File: src/rtl/copy_array_split_param.sv
`default_nettype none
// ============================================================================
// Module      : copy_array_split_param
// Description : Copies array M into N through an external one-port interface,
//               either rotated to start at the first element >= Thresh or
//               reversed, and counts the elements >= Thresh.
// Revision    : 1.0 - initial release
// ============================================================================
module copy_array_split_param #(
    parameter int WIDTH = 4,
    parameter int DEPTH = 10,
    parameter int AW    = 4
) (
    input  logic             Clk,
    input  logic             Reset,
    input  logic             Start,
    input  logic             Ack,
    input  logic             Mode,
    input  logic [WIDTH-1:0] Thresh,
    input  logic [WIDTH-1:0] Ms_of_I,
    output logic [AW-1:0]    I,
    output logic [AW-1:0]    J,
    output logic             Ns_of_J_Write,
    output logic             Done,
    output logic [AW:0]      Hi_Count
);

    localparam logic [2:0]    c_ST_INI  = 3'd0;
    localparam logic [2:0]    c_ST_SCAN = 3'd1;
    localparam logic [2:0]    c_ST_COPY = 3'd2;
    localparam logic [2:0]    c_ST_REV  = 3'd3;
    localparam logic [2:0]    c_ST_DONE = 3'd4;
    localparam logic [AW-1:0] c_LAST    = AW'(DEPTH - 1);

    logic [2:0]       r_state, w_state_nxt;
    logic [AW-1:0]    r_i, w_i_nxt;
    logic [AW-1:0]    r_j, w_j_nxt;
    logic [AW:0]      r_hi, w_hi_nxt;
    logic [WIDTH-1:0] r_thresh, w_thresh_nxt;
    logic             w_match;
    logic             w_write;
    logic             w_done;

    // Index arithmetic stays inside 0..DEPTH-1 even when DEPTH < 2**AW
    function automatic logic [AW-1:0] f_inc(input logic [AW-1:0] x);
        return (x == c_LAST) ? '0 : x + AW'(1);
    endfunction

    function automatic logic [AW-1:0] f_dec(input logic [AW-1:0] x);
        return (x == '0) ? c_LAST : x - AW'(1);
    endfunction

    assign w_match = (Ms_of_I >= r_thresh);

    always_ff @(posedge Clk or posedge Reset) begin
        if (Reset) begin
            r_state  <= c_ST_INI;
            r_i      <= '0;
            r_j      <= '0;
            r_hi     <= '0;
            r_thresh <= '0;
        end else begin
            r_state  <= w_state_nxt;
            r_i      <= w_i_nxt;
            r_j      <= w_j_nxt;
            r_hi     <= w_hi_nxt;
            r_thresh <= w_thresh_nxt;
        end
    end

    always_comb begin
        w_state_nxt  = r_state;
        w_i_nxt      = r_i;
        w_j_nxt      = r_j;
        w_hi_nxt     = r_hi;
        w_thresh_nxt = r_thresh;
        w_write      = 1'b0;
        w_done       = 1'b0;
        case (r_state)
            c_ST_INI: begin
                w_i_nxt  = '0;
                w_j_nxt  = '0;
                w_hi_nxt = '0;
                if (Start) begin
                    w_thresh_nxt = Thresh;
                    if (Mode) begin
                        w_state_nxt = c_ST_REV;
                        w_i_nxt     = c_LAST;
                    end else begin
                        w_state_nxt = c_ST_SCAN;
                    end
                end
            end
            c_ST_SCAN: begin
                // The first match becomes N[0]; with no match the pass wraps to I = 0
                w_write = w_match;
                w_i_nxt = f_inc(r_i);
                if (w_match) begin
                    w_j_nxt     = f_inc(r_j);
                    w_hi_nxt    = r_hi + (AW+1)'(1);
                    w_state_nxt = c_ST_COPY;
                end else if (r_i == c_LAST) begin
                    w_state_nxt = c_ST_COPY;
                end
            end
            c_ST_COPY: begin
                w_write = 1'b1;
                w_i_nxt = f_inc(r_i);
                w_j_nxt = f_inc(r_j);
                if (w_match) w_hi_nxt = r_hi + (AW+1)'(1);
                if (r_j == c_LAST) w_state_nxt = c_ST_DONE;
            end
            c_ST_REV: begin
                w_write = 1'b1;
                w_i_nxt = f_dec(r_i);
                w_j_nxt = f_inc(r_j);
                if (w_match) w_hi_nxt = r_hi + (AW+1)'(1);
                if (r_j == c_LAST) w_state_nxt = c_ST_DONE;
            end
            c_ST_DONE: begin
                w_done = 1'b1;
                if (Ack) begin
                    w_state_nxt = c_ST_INI;
                    w_i_nxt     = '0;
                    w_j_nxt     = '0;
                    w_hi_nxt    = '0;
                end
            end
            default: begin
                w_state_nxt = c_ST_INI;
                w_i_nxt     = '0;
                w_j_nxt     = '0;
                w_hi_nxt    = '0;
            end
        endcase
    end

    assign I             = r_i;
    assign J             = r_j;
    assign Hi_Count      = r_hi;
    assign Ns_of_J_Write = w_write;
    assign Done          = w_done;

endmodule
`default_nettype wire

File: config.mk
export PLATFORM = sky130hd
export DESIGN_NAME = copy_array_split_param
export DESIGN_NICKNAME = d
export VERILOG_FILES = /design/src/rtl/copy_array_split_param.sv
export SDC_FILE = /design/constraint.sdc
export NUM_CORES = 1
export LEC_CHECK = 0
export ABC_AREA = 1
export ABC_CLOCK_PERIOD_IN_PS = 2600
export CAP_MARGIN = 20
export CORE_MARGIN = 3
export CORE_UTILIZATION = 56
export CTS_BUF_LIST = sky130_fd_sc_hd__clkbuf_2 sky130_fd_sc_hd__clkbuf_4 sky130_fd_sc_hd__clkbuf_8
export DETAILED_ROUTE_END_ITERATION = 12
export HOLD_SLACK_MARGIN = 0.02
export PLACE_DENSITY = 0.87
export SYNTH_ARGS = -nofsm -noshare
export SYNTH_HDL_FRONTEND = slang
export SYNTH_SLANG_ARGS = --single-unit
File: constraint.sdc
create_clock -name Clk -period 2.6 [get_ports Clk]
set_clock_uncertainty 0.15 [all_clocks]
set_input_delay 0.65 -clock Clk [delete_from_list [all_inputs] [get_ports Clk]]
set_output_delay 0.65 -clock Clk [all_outputs]
set_load 0.03 [all_outputs]
==> flow_summary_export.csv, run 1 <==
group,metric,value,unit
setup_path,required,1.80,ns
place,gp_congestion,0.798,
cts,root_buffer,"clkbuf_4",
die,rows,16,
cts,numCtsBuffers,3,
timing,hold_viol,0,
layout,final_cell_area,0.00171,mm2
worst_hold_path,hp-class,"reg2reg",
setup_path,end_kind,"primary output",
global_routing,grt_max_degree,21,
layout,fin_cells,229,
detailed_routing,wl,3.69,mm
timing,period_minus_slack,2.57,ns
die,die_x,53.4,um
power,leakage,0.855,nW
place,post_dp_cell_area,0.00159,mm2
cts,clk_pin_slew_worst_paths,0.12,ns
global_routing,grt_pass1_vias,1301,
timing,worst_slack,0.0315,ns
global_routing,grt_overflow,0,
logic_synthesis,ys_types,24,
setup_path,worstPathMaxFanout,2,
die,ios,28,
setup_path,timing.rr.end,"Hi_Count[4]$_DFFE_PP0P_",
setup_path,critPathLaunchType,"input pin",
place,pre_cts_slack,-0.319,ns
timing,grt_setup_unrepaired,"true",
timing,report.final.slew_viol_count,0,
cts,clock_latency,0.31,ns
layout,nets,225,
power,total_power,0.00190,W
cts,cts_tree,"yes",
global_routing,grt_pass1_wl,5.89,mm
timing,max_slew_margin,0.705,
timing,setup_viol,0,
setup_path,r2r_slack,0.26,ns
power,power_density,1110,mW/mm2
layout,final_util,0.839,
cts,cts.sink_count,20,
die,dieHeight,53.4,um
detailed_routing,wire_per_inst,16.1,um
layout,drive_gt1_frac,0.168,
power,max-vdd-ir-drop,974,uV
logic_synthesis,synth.net_count,181,
cts,cts_max_path_buffers,2,
global_routing,globalRouteTotalUtil,0.289,
place,portBuffers,27,
logic_synthesis,synth_warnings,0,
logic_synthesis,synth_area,0.00126,mm2
cts,h-tree-depth,1,
detailed_routing,dr.pass1.iters,4,
detailed_routing,vias,1307,
place,post-dp-hpwl,2.24,mm
logic_synthesis,netlist_instances,160,
die,die-area,0.00286,mm2
status,run_status,"complete, no violations",
setup_path,r2r-start,"r_thresh[0]$_DFFE_PP0P_",
setup_path,path_class,"in2out",
detailed_routing,drt_iter0_drc,34,
setup_path,reg2reg_depth,16,
timing,tightest_slew,0.438,ns
detailed_routing,drc,0,
die,start_util,0.617,
layout,fillers,128,
layout,diodes,0,
logic_synthesis,avgSynthCellArea,7.87,um2
place,dp_cells,218,
die,fp.coreArea,0.00204,mm2
run,maxCapViolCount,0,
logic_synthesis,synth_seq_cells,20,
setup_path,crit_path_end,"Ns_of_J_Write",
detailed_routing,antenna_left,0,
detailed_routing,via_per_inst,5.71,
logic_synthesis,seq_area_frac_synth,0.397,
layout,area_growth,36.0,%
layout,multi_input_area,702,um2
timing,finalCritPeriodShare,0.988,
global_routing,antenna_found_initial,0,
setup_path,crit_start,"Ms_of_I[1]",
layout,seq_area,500,um2
timing,fmax,389,MHz
worst_hold_path,min_from,"r_thresh[0]$_DFFE_PP0P_",
setup_path,crit_arrival,1.77,ns
through the flow:
step,TNS [ns],hold slack (ns)
floorplan,0,0.333
global placement,-0.285,0.344
detailed placement,-0.319,0.365
CTS,0,0.388
global route,-0.0129,0.418
finish,0,0.387
critical path, cell delays in order:
cell	delay [ns]
dlygate4sd2_1	0.23
ha_1	0.29
nand2_1	0.09
nand2_2	0.06
nand2_2	0.07
nand3_2	0.09
nand2_4	0.11
nor2_4	0.04
buf_6	0.14
report_power, final:
| part | internal (W) | switching (W) | total, W |
|---|---|---|---|
| registers | 0.000414 | 0.000110 | 0.000524 |
| clock network | 0.0000543 | 0.000102 | 0.000156 |
| logic | 0.000481 | 0.000743 | 0.00122 |
sequential cells by signal (all words and copies together), names as in the netlist:
name,count
Hi_Count,5
I,4
J,4
r_thresh,4
r_state,3
area by class of cell:
class	count	share of cell area
well taps	27	0.0197
repair buffers	40	0.209
clock buffers	3	0.0131
inverters	25	0.0562
multi-input cells	114	0.409
flip-flops and latches	20	0.292
kinds of logic after synthesis:
kind of cell,share of synthesized area
adders and majority gates,0.0794
DFF,0.397
AOI/OAI and AO/OA,0.0953
xor gates and xnor gates,0.0417
and+or+nand+nor,0.297
muxes,0.00894
buffers and inverters,0.0804
Yosys cell counts, drive strengths merged:
cell	count	area (um2)
nand2	43	171
inv	25	96.4
dfrtp	20	500
nand3	13	65.1
nor2	12	52.6
nand4	9	56.3
ha	8	100
o21ai	8	51.3
a21oi	5	25.0
o211ai	5	37.5
xnor2	3	26.3
xor2	3	26.3
nor3	2	21.3
a31oi	1	6.26
buf	1	5.00
mux2	1	11.3
nand3b	1	7.51
layer usage:
metal	wire (um)	vias up	part of all wire	GRT usage
met1	1440	613	0.39	0.318
met3	207	17	0.056	0.0535
met4	147	0	0.040	0.132
met5	0	-	0	0
li1	-	612	-	-
met2	1900	65	0.51	0.527
worst min-delay path by stage:
stage                                    to  slack, ns  cells past startpoint
floorplan           r_thresh[0]$_DFFE_PP0P_       0.33                      1
global placement    r_thresh[0]$_DFFE_PP0P_       0.34                      1
detailed placement  r_thresh[1]$_DFFE_PP0P_       0.36                      2
CTS                 r_thresh[1]$_DFFE_PP0P_       0.39                      2
global route        r_thresh[0]$_DFFE_PP0P_       0.42                      1
finish              r_thresh[0]$_DFFE_PP0P_       0.39                      1
cells in the final DEF (no fill, tap or decap), drive strengths merged:
master	n
nand2	43
inv	25
clkdlybuf4s50	21
dfrtp	20
buf	14
nand3	13
nor2	12
nand4	9
o21ai	8
ha	8
o211ai	5
a21oi	5
dlygate4sd2	4
clkbuf	4
xnor2	3
xor2	3
nor3	2
a31oi	1
nand3b	1
mux2	1
timing repair:
action	CTS	global route
pin swaps	10	4
resized for setup	13	4
hold buffers	0	0
setup buffers	8	0
endpoints found under the setup margin	2	6
Note: power is estimated with default switching activity, not from simulation.
==> run 2: changes to the inputs <==
--- a/config.mk
+++ b/config.mk
@@ -13,6 +13,7 @@
 export CTS_BUF_LIST = sky130_fd_sc_hd__clkbuf_2 sky130_fd_sc_hd__clkbuf_4 sky130_fd_sc_hd__clkbuf_8
 export DETAILED_ROUTE_END_ITERATION = 12
 export HOLD_SLACK_MARGIN = 0.02
+export MAX_ROUTING_LAYER = met4
 export PLACE_DENSITY = 0.87
 export SYNTH_ARGS = -nofsm -noshare
 export SYNTH_HDL_FRONTEND = slang
==> run 2 against run 1 <==
Net effect: die area is the same; first-iteration DRC count grew 8.8%; global-route usage grew 0.55 points; largest cell class unchanged.
==> flow_summary_export.csv, run 2 (synthesized netlist as in run 1, its figures left out) <==
group,metric,value,unit
detailed_routing,antenna_left,0,
place,gp_congestion,0.810,
layout,largest_reg_flops,5,
cts,root_buffer,"clkbuf_4",
timing,tightest_slew,0.438,ns
place,post-dp-hpwl,2.24,mm
layout,nets,225,
place,post_dp_cell_area,0.00159,mm2
setup_path,worstPathMaxFanout,2,
cts,ctsHoldBuffers,0,
cts,clock_latency,0.31,ns
setup_path,r2r_slack,0.25,ns
setup_path,crit_arrival,1.77,ns
detailed_routing,wire_per_inst,16.1,um
setup_path,path_class,"in2out",
layout,fin_cells,229,
detailed_routing,wl,3.69,mm
cts,h-tree-depth,1,
global_routing,grt_pass1_wl,5.88,mm
layout,layout_commonest_cell,"nand2_1",
power,max-vdd-ir-drop,980,uV
detailed_routing,dr.pass1.iters,4,
die,rows,16,
setup_path,r2r-start,"r_thresh[0]$_DFFE_PP0P_",
timing,setup_viol,0,
global_routing,grt_pass1_vias,1297,
die,die-area,0.00286,mm2
setup_path,timing.rr.end,"Hi_Count[4]$_DFFE_PP0P_",
setup_path,reg2reg_depth,16,
cts,cts_tree,"yes",
layout,fillers,128,
cts,cts_max_path_buffers,2,
timing,hold_viol,0,
place,portBuffers,27,
die,die_x,53.4,um
power,seqPwrFrac,0.276,
die,ios,28,
worst_hold_path,holdPathEnd,"r_thresh[2]$_DFFE_PP0P_",
layout,final_cell_mix,"38 x nand2_1, 22 x inv_1, 21 x clkdlybuf4s50_1",
worst_hold_path,hp-class,"reg2reg",
global_routing,grt_overflow,0,
layout,seq_area,500,um2
timing,setup_tns,0,ns
timing,finalCritPeriodShare,0.988,
power,total_power,0.00190,W
place,dp_cells,218,
power,p_switching,0.000953,W
power,leakage,0.855,nW
timing,report.final.slew_viol_count,0,
setup_path,required,1.80,ns
power,pwr-share-clk,0.082,
cts,cts.sink_count,20,
detailed_routing,vias,1318,
layout,area_growth,36.0,%
layout,final_cell_area,0.00171,mm2
setup_path,critPathLaunchType,"input pin",
detailed_routing,drt_iter0_drc,37,
worst_hold_path,min_path_cells,2,
die,start_util,0.617,
power,power_density,1110,mW/mm2
layout,multi_input_area,702,um2
setup_path,end_kind,"primary output",
worst_hold_path,min_from,"r_thresh[2]$_DFFE_PP0P_",
power,combPwrFrac,0.643,
layout,drive_gt1_frac,0.168,
detailed_routing,drc,0,
die,dieHeight,53.4,um
status,run_status,"complete, no violations",
detailed_routing,via_per_inst,5.76,
cts,numCtsBuffers,3,
cts,clk_pin_slew_worst_paths,0.12,ns
power,intPower,0.000950,W
place,pre_cts_slack,-0.319,ns
run,maxCapViolCount,0,
power,switching_share,0.501,
timing,period_minus_slack,2.57,ns
die,fp.coreArea,0.00204,mm2
global_routing,globalRouteTotalUtil,0.295,
layout,diodes,0,
timing,grt_setup_unrepaired,"true",
timing,fmax,389,MHz
global_routing,grt_max_degree,21,
timing,max_slew_margin,0.706,
global_routing,antenna_found_initial,0,
timing,worst_slack,0.0316,ns
-- run 2: per-layer routing --
metal	global-route usage	wire length (um)	vias up
met4	0.132	144	0
met5	-	0	-
li1	-	-	617
met3	0.0451	192	17
met1	0.318	1430	616
met2	0.527	1920	68
-- run 2: final cells by class --
class	count	share of cell area
multi-input combinational	114	0.409
tap	27	0.0197
sequential	20	0.292
inverter	25	0.0562
clock buffer	3	0.0131
timing repair buffer	40	0.209
-- run 2: how the worst max path moves through the flow --
| stage | start | endpoint | slack [ns] | cells past startpoint |
|---|---|---|---|---|
| 3_3_place_gp | Ms_of_I[0] | Ns_of_J_Write | -0.28 | 12 |
| 6_report | Ms_of_I[1] | Ns_of_J_Write | 0.03 | 9 |
| 3_5_place_dp | Ms_of_I[0] | Ns_of_J_Write | -0.32 | 12 |
| 5_1_grt | Ms_of_I[3] | Ns_of_J_Write | -0.01 | 9 |
| 2_1_floorplan | Ms_of_I[0] | Ns_of_J_Write | 0.05 | 10 |
| 4_1_cts | Ms_of_I[0] | Ns_of_J_Write | 0.006 | 12 |
-- run 2: power by group through the flow --
stage	Clock [W]	Combinational (W)	Sequential, W
after detailed placement	0	0.00100	0.000525
final	0.000156	0.00122	0.000525
after global placement	0	0.000964	0.000517
after floorplan	0	0.000602	0.000603
after global routing	0.000166	0.00132	0.000540
after CTS	0.000152	0.00114	0.000519
-- run 2: timing repair --
action,CTS,global route
setup endpoints to repair,2,6
gates resized for setup,13,4
pin swaps,10,4
hold endpoints to repair,0,0
buffers inserted,8,0
-- run 2: per-stage QoR --
step                       util  hold slack (ns)
after floorplan               -            0.333
after global placement    0.781            0.344
after detailed placement  0.781            0.365
after CTS                 0.839            0.388
after global routing      0.839            0.418
final                     0.839            0.387
-- run 2: critical path, cell delays in order --
cell,delay [ns]
dlygate4sd2_1,0.23
ha_1,0.29
nand2_1,0.09
nand2_2,0.06
nand2_2,0.07
nand3_2,0.09
nand2_4,0.11
nor2_4,0.04
buf_6,0.14
==> run 3: changes to the inputs <==
--- a/config.mk
+++ b/config.mk
@@ -8,11 +8,11 @@
 export ABC_AREA = 1
 export ABC_CLOCK_PERIOD_IN_PS = 2600
 export CAP_MARGIN = 20
+export CORE_ASPECT_RATIO = 0.6
 export CORE_MARGIN = 3
 export CORE_UTILIZATION = 56
 export CTS_BUF_LIST = sky130_fd_sc_hd__clkbuf_2 sky130_fd_sc_hd__clkbuf_4 sky130_fd_sc_hd__clkbuf_8
 export DETAILED_ROUTE_END_ITERATION = 12
-export HOLD_SLACK_MARGIN = 0.02
 export MAX_ROUTING_LAYER = met4
 export PLACE_DENSITY = 0.87
 export SYNTH_ARGS = -nofsm -noshare
==> run 3 against run 2 <==
Net effect: non-clock buffer count increased by 1; critical path depth increased by 6; register-to-register slack got worse by 0.09 ns; wire length increased by 27%; die area increased by 0.64%; the run now ends with negative setup slack left; combinational power increased by 9.8%; sequential power increased by 5.5%.
==> flow_summary_export.csv, run 3 (synthesized netlist as in run 1, its figures left out) <==
group,metric,value,unit
detailed_routing,via_per_inst,6.29,
die,dieHeight,42.7,um
setup_path,end_kind,"register",
setup_path,worstPathMaxFanout,3,
setup_path,crit_path_end,"r_state[0]$_DFFE_PP0P_",
timing,hold_viol,0,
setup_path,path_class,"in2reg",
timing,max_slew_margin,0.554,
setup_path,critPathMaxStageDelay,0.31,ns
layout,fillers,88,
detailed_routing,drc,0,
detailed_routing,drt_iter0_drc,231,
timing,finalCritPeriodShare,1.01,
place,portBuffers,27,
die,die_x,67.2,um
setup_path,r2r-start,"r_thresh[0]$_DFFE_PP0P_",
die,rows,12,
cts,cts_tree,"yes",
cts,h-tree-depth,1,
timing,tightest_slew,0.664,ns
detailed_routing,wire_per_inst,20.4,um
cts,cts_max_path_buffers,2,
timing,holdWs,0.383,ns
setup_path,r2r_slack,0.16,ns
timing,period_minus_slack,2.62,ns
global_routing,grt_max_degree,21,
status,violations,"negative setup slack",
cts,root_buffer,"clkbuf_8",
layout,seq_area,500,um2
global_routing,antenna_found_initial,0,
cts,clk_pin_slew_worst_paths,0.08,ns
detailed_routing,antenna_left,0,
run,maxCapViolCount,0,
global_routing,globalRouteTotalUtil,0.305,
setup_path,crit_cells,15,
worst_hold_path,hp-class,"reg2reg",
layout,diodes,0,
detailed_routing,dr.pass1.iters,6,
cts,numCtsBuffers,3,
layout,drive_gt1_frac,0.182,
timing,report.final.slew_viol_count,0,
layout,multi_input_area,724,um2
layout,fin_cells,231,
timing,worst_slack,-0.0229,ns
setup_path,crit_slowest_cell,"ha_4",
power,leakage,0.880,nW
setup_path,crit_arrival,2.62,ns
detailed_routing,wl,4.70,mm
layout,largest_reg_flops,5,
layout,nets,226,
layout,layout_commonest_cell,"nand2_1",
place,post-dp-hpwl,2.51,mm
detailed_routing,vias,1453,
die,start_util,0.636,
cts,ctsHoldBuffers,0,
global_routing,grt_overflow,0,
global_routing,grt_pass1_wl,6.27,mm
setup_path,reg2reg_depth,16,
status,run_status,"complete, but fails checks",
place,pre_cts_slack,-0.345,ns
die,ios,28,
place,dp_cells,220,
timing,setup_viol,1,
cts,clock_latency,0.27,ns
layout,final_cell_mix,"39 x nand2_1, 21 x clkdlybuf4s50_1, 20 x dfrtp_1, 20 x inv_1, 14 x buf_4",
setup_path,path_cells,"dlygate4sd2_1 -> ha_4 -> nand2_1 -> inv_1 -> nand2_2 -> buf_4 -> buf_4 -> buf_4 -> buf_4 -> buf_4 -> buf_4 -> nand4_1 -> nand2_1 -> nand2_1 -> nand2_1",
power,power_density,1190,mW/mm2
setup_path,cp_top_family,"buffers and inverters",
die,die-area,0.00287,mm2
setup_path,crit_start,"Ms_of_I[3]",
setup_path,crit_top_cell,"buf_4",
global_routing,grt_pass1_vias,1276,
timing,fmax,381,MHz
power,max-vdd-ir-drop,737,uV
die,fp.coreArea,0.00198,mm2
place,gp_congestion,0.912,
setup_path,required,2.60,ns
setup_path,cp_num_buf_inv,8,
setup_path,critPathLaunchType,"input pin",
layout,area_growth,40.4,%
cts,cts.sink_count,20,
setup_path,timing.rr.end,"r_state[0]$_DFFE_PP0P_",
-- run 3: cell count changes in the layout (fill, tap and decap cells not counted), moves of 2 or more --
cell	delta
clkbuf_4	-3
clkbuf_8	+3
dlygate4sd2_1	-2
inv_1	-2
inv_2	+2
nand2_2	-2
-- run 3: what timing repair did --
item                       4_1_cts  5_1_grt
cloned                           0        0
buffers inserted                 7        1
resized for setup               12       10
setup endpoints to repair        1        8
pin swaps                        8        5
-- run 3: report_power, final --
part / internal, W / switching, W / total [W]
Combinational: 0.000511 / 0.000831 / 0.00134
Sequential: 0.000415 / 0.000139 / 0.000554
Clock: 0.000104 / 0.000109 / 0.000213
-- run 3: routing by layer --
metal  track usage  vias to the layer above  wire [um]  part of all wire
met5             -                        -          0                 0
met4        0.0968                        0        314             0.067
met3        0.0873                       44        588              0.13
met2         0.461                      136       2000              0.42
met1         0.393                      661       1800              0.38
li1              -                      612          -                 -
-- run 3: tightest hold or removal path, cell delays in order, from the launching register on --
cell,delay [ns]
dfrtp_1,0.38
nand2_1,0.07
nand2_1,0.05
-- run 3: worst min-delay path by stage --
| stage | start | end | depth (start not counted) |
|---|---|---|---|
| after floorplan | r_thresh[0]$_DFFE_PP0P_ | r_thresh[0]$_DFFE_PP0P_ | 1 |
| after global placement | r_thresh[2]$_DFFE_PP0P_ | r_thresh[2]$_DFFE_PP0P_ | 2 |
| after detailed placement | Hi_Count[1]$_DFFE_PP0P_ | Hi_Count[1]$_DFFE_PP0P_ | 2 |
| after CTS | Hi_Count[1]$_DFFE_PP0P_ | Hi_Count[1]$_DFFE_PP0P_ | 2 |
| after global routing | Hi_Count[4]$_DFFE_PP0P_ | Hi_Count[4]$_DFFE_PP0P_ | 2 |
| final | Hi_Count[4]$_DFFE_PP0P_ | Hi_Count[4]$_DFFE_PP0P_ | 2 |
-- run 3: area by class of cell --
class                      instances  share of cell area
inverter                          25              0.0545
timing repair buffer              41               0.210
clock buffer                       3              0.0233
sequential                        20               0.283
multi-input combinational        114               0.409
tap                               28              0.0198
-- run 3: stage by stage --
step                utilization  total power [W]  area, um2  TNS [ns]
finish                    0.893          0.00211       1770   -0.0229
global route              0.893          0.00221       1770    -0.246
CTS                       0.873          0.00189       1730         0
detailed placement        0.809          0.00156       1600    -0.345
global placement          0.809          0.00149       1600    -0.300
floorplan                     -          0.00121       1260         0
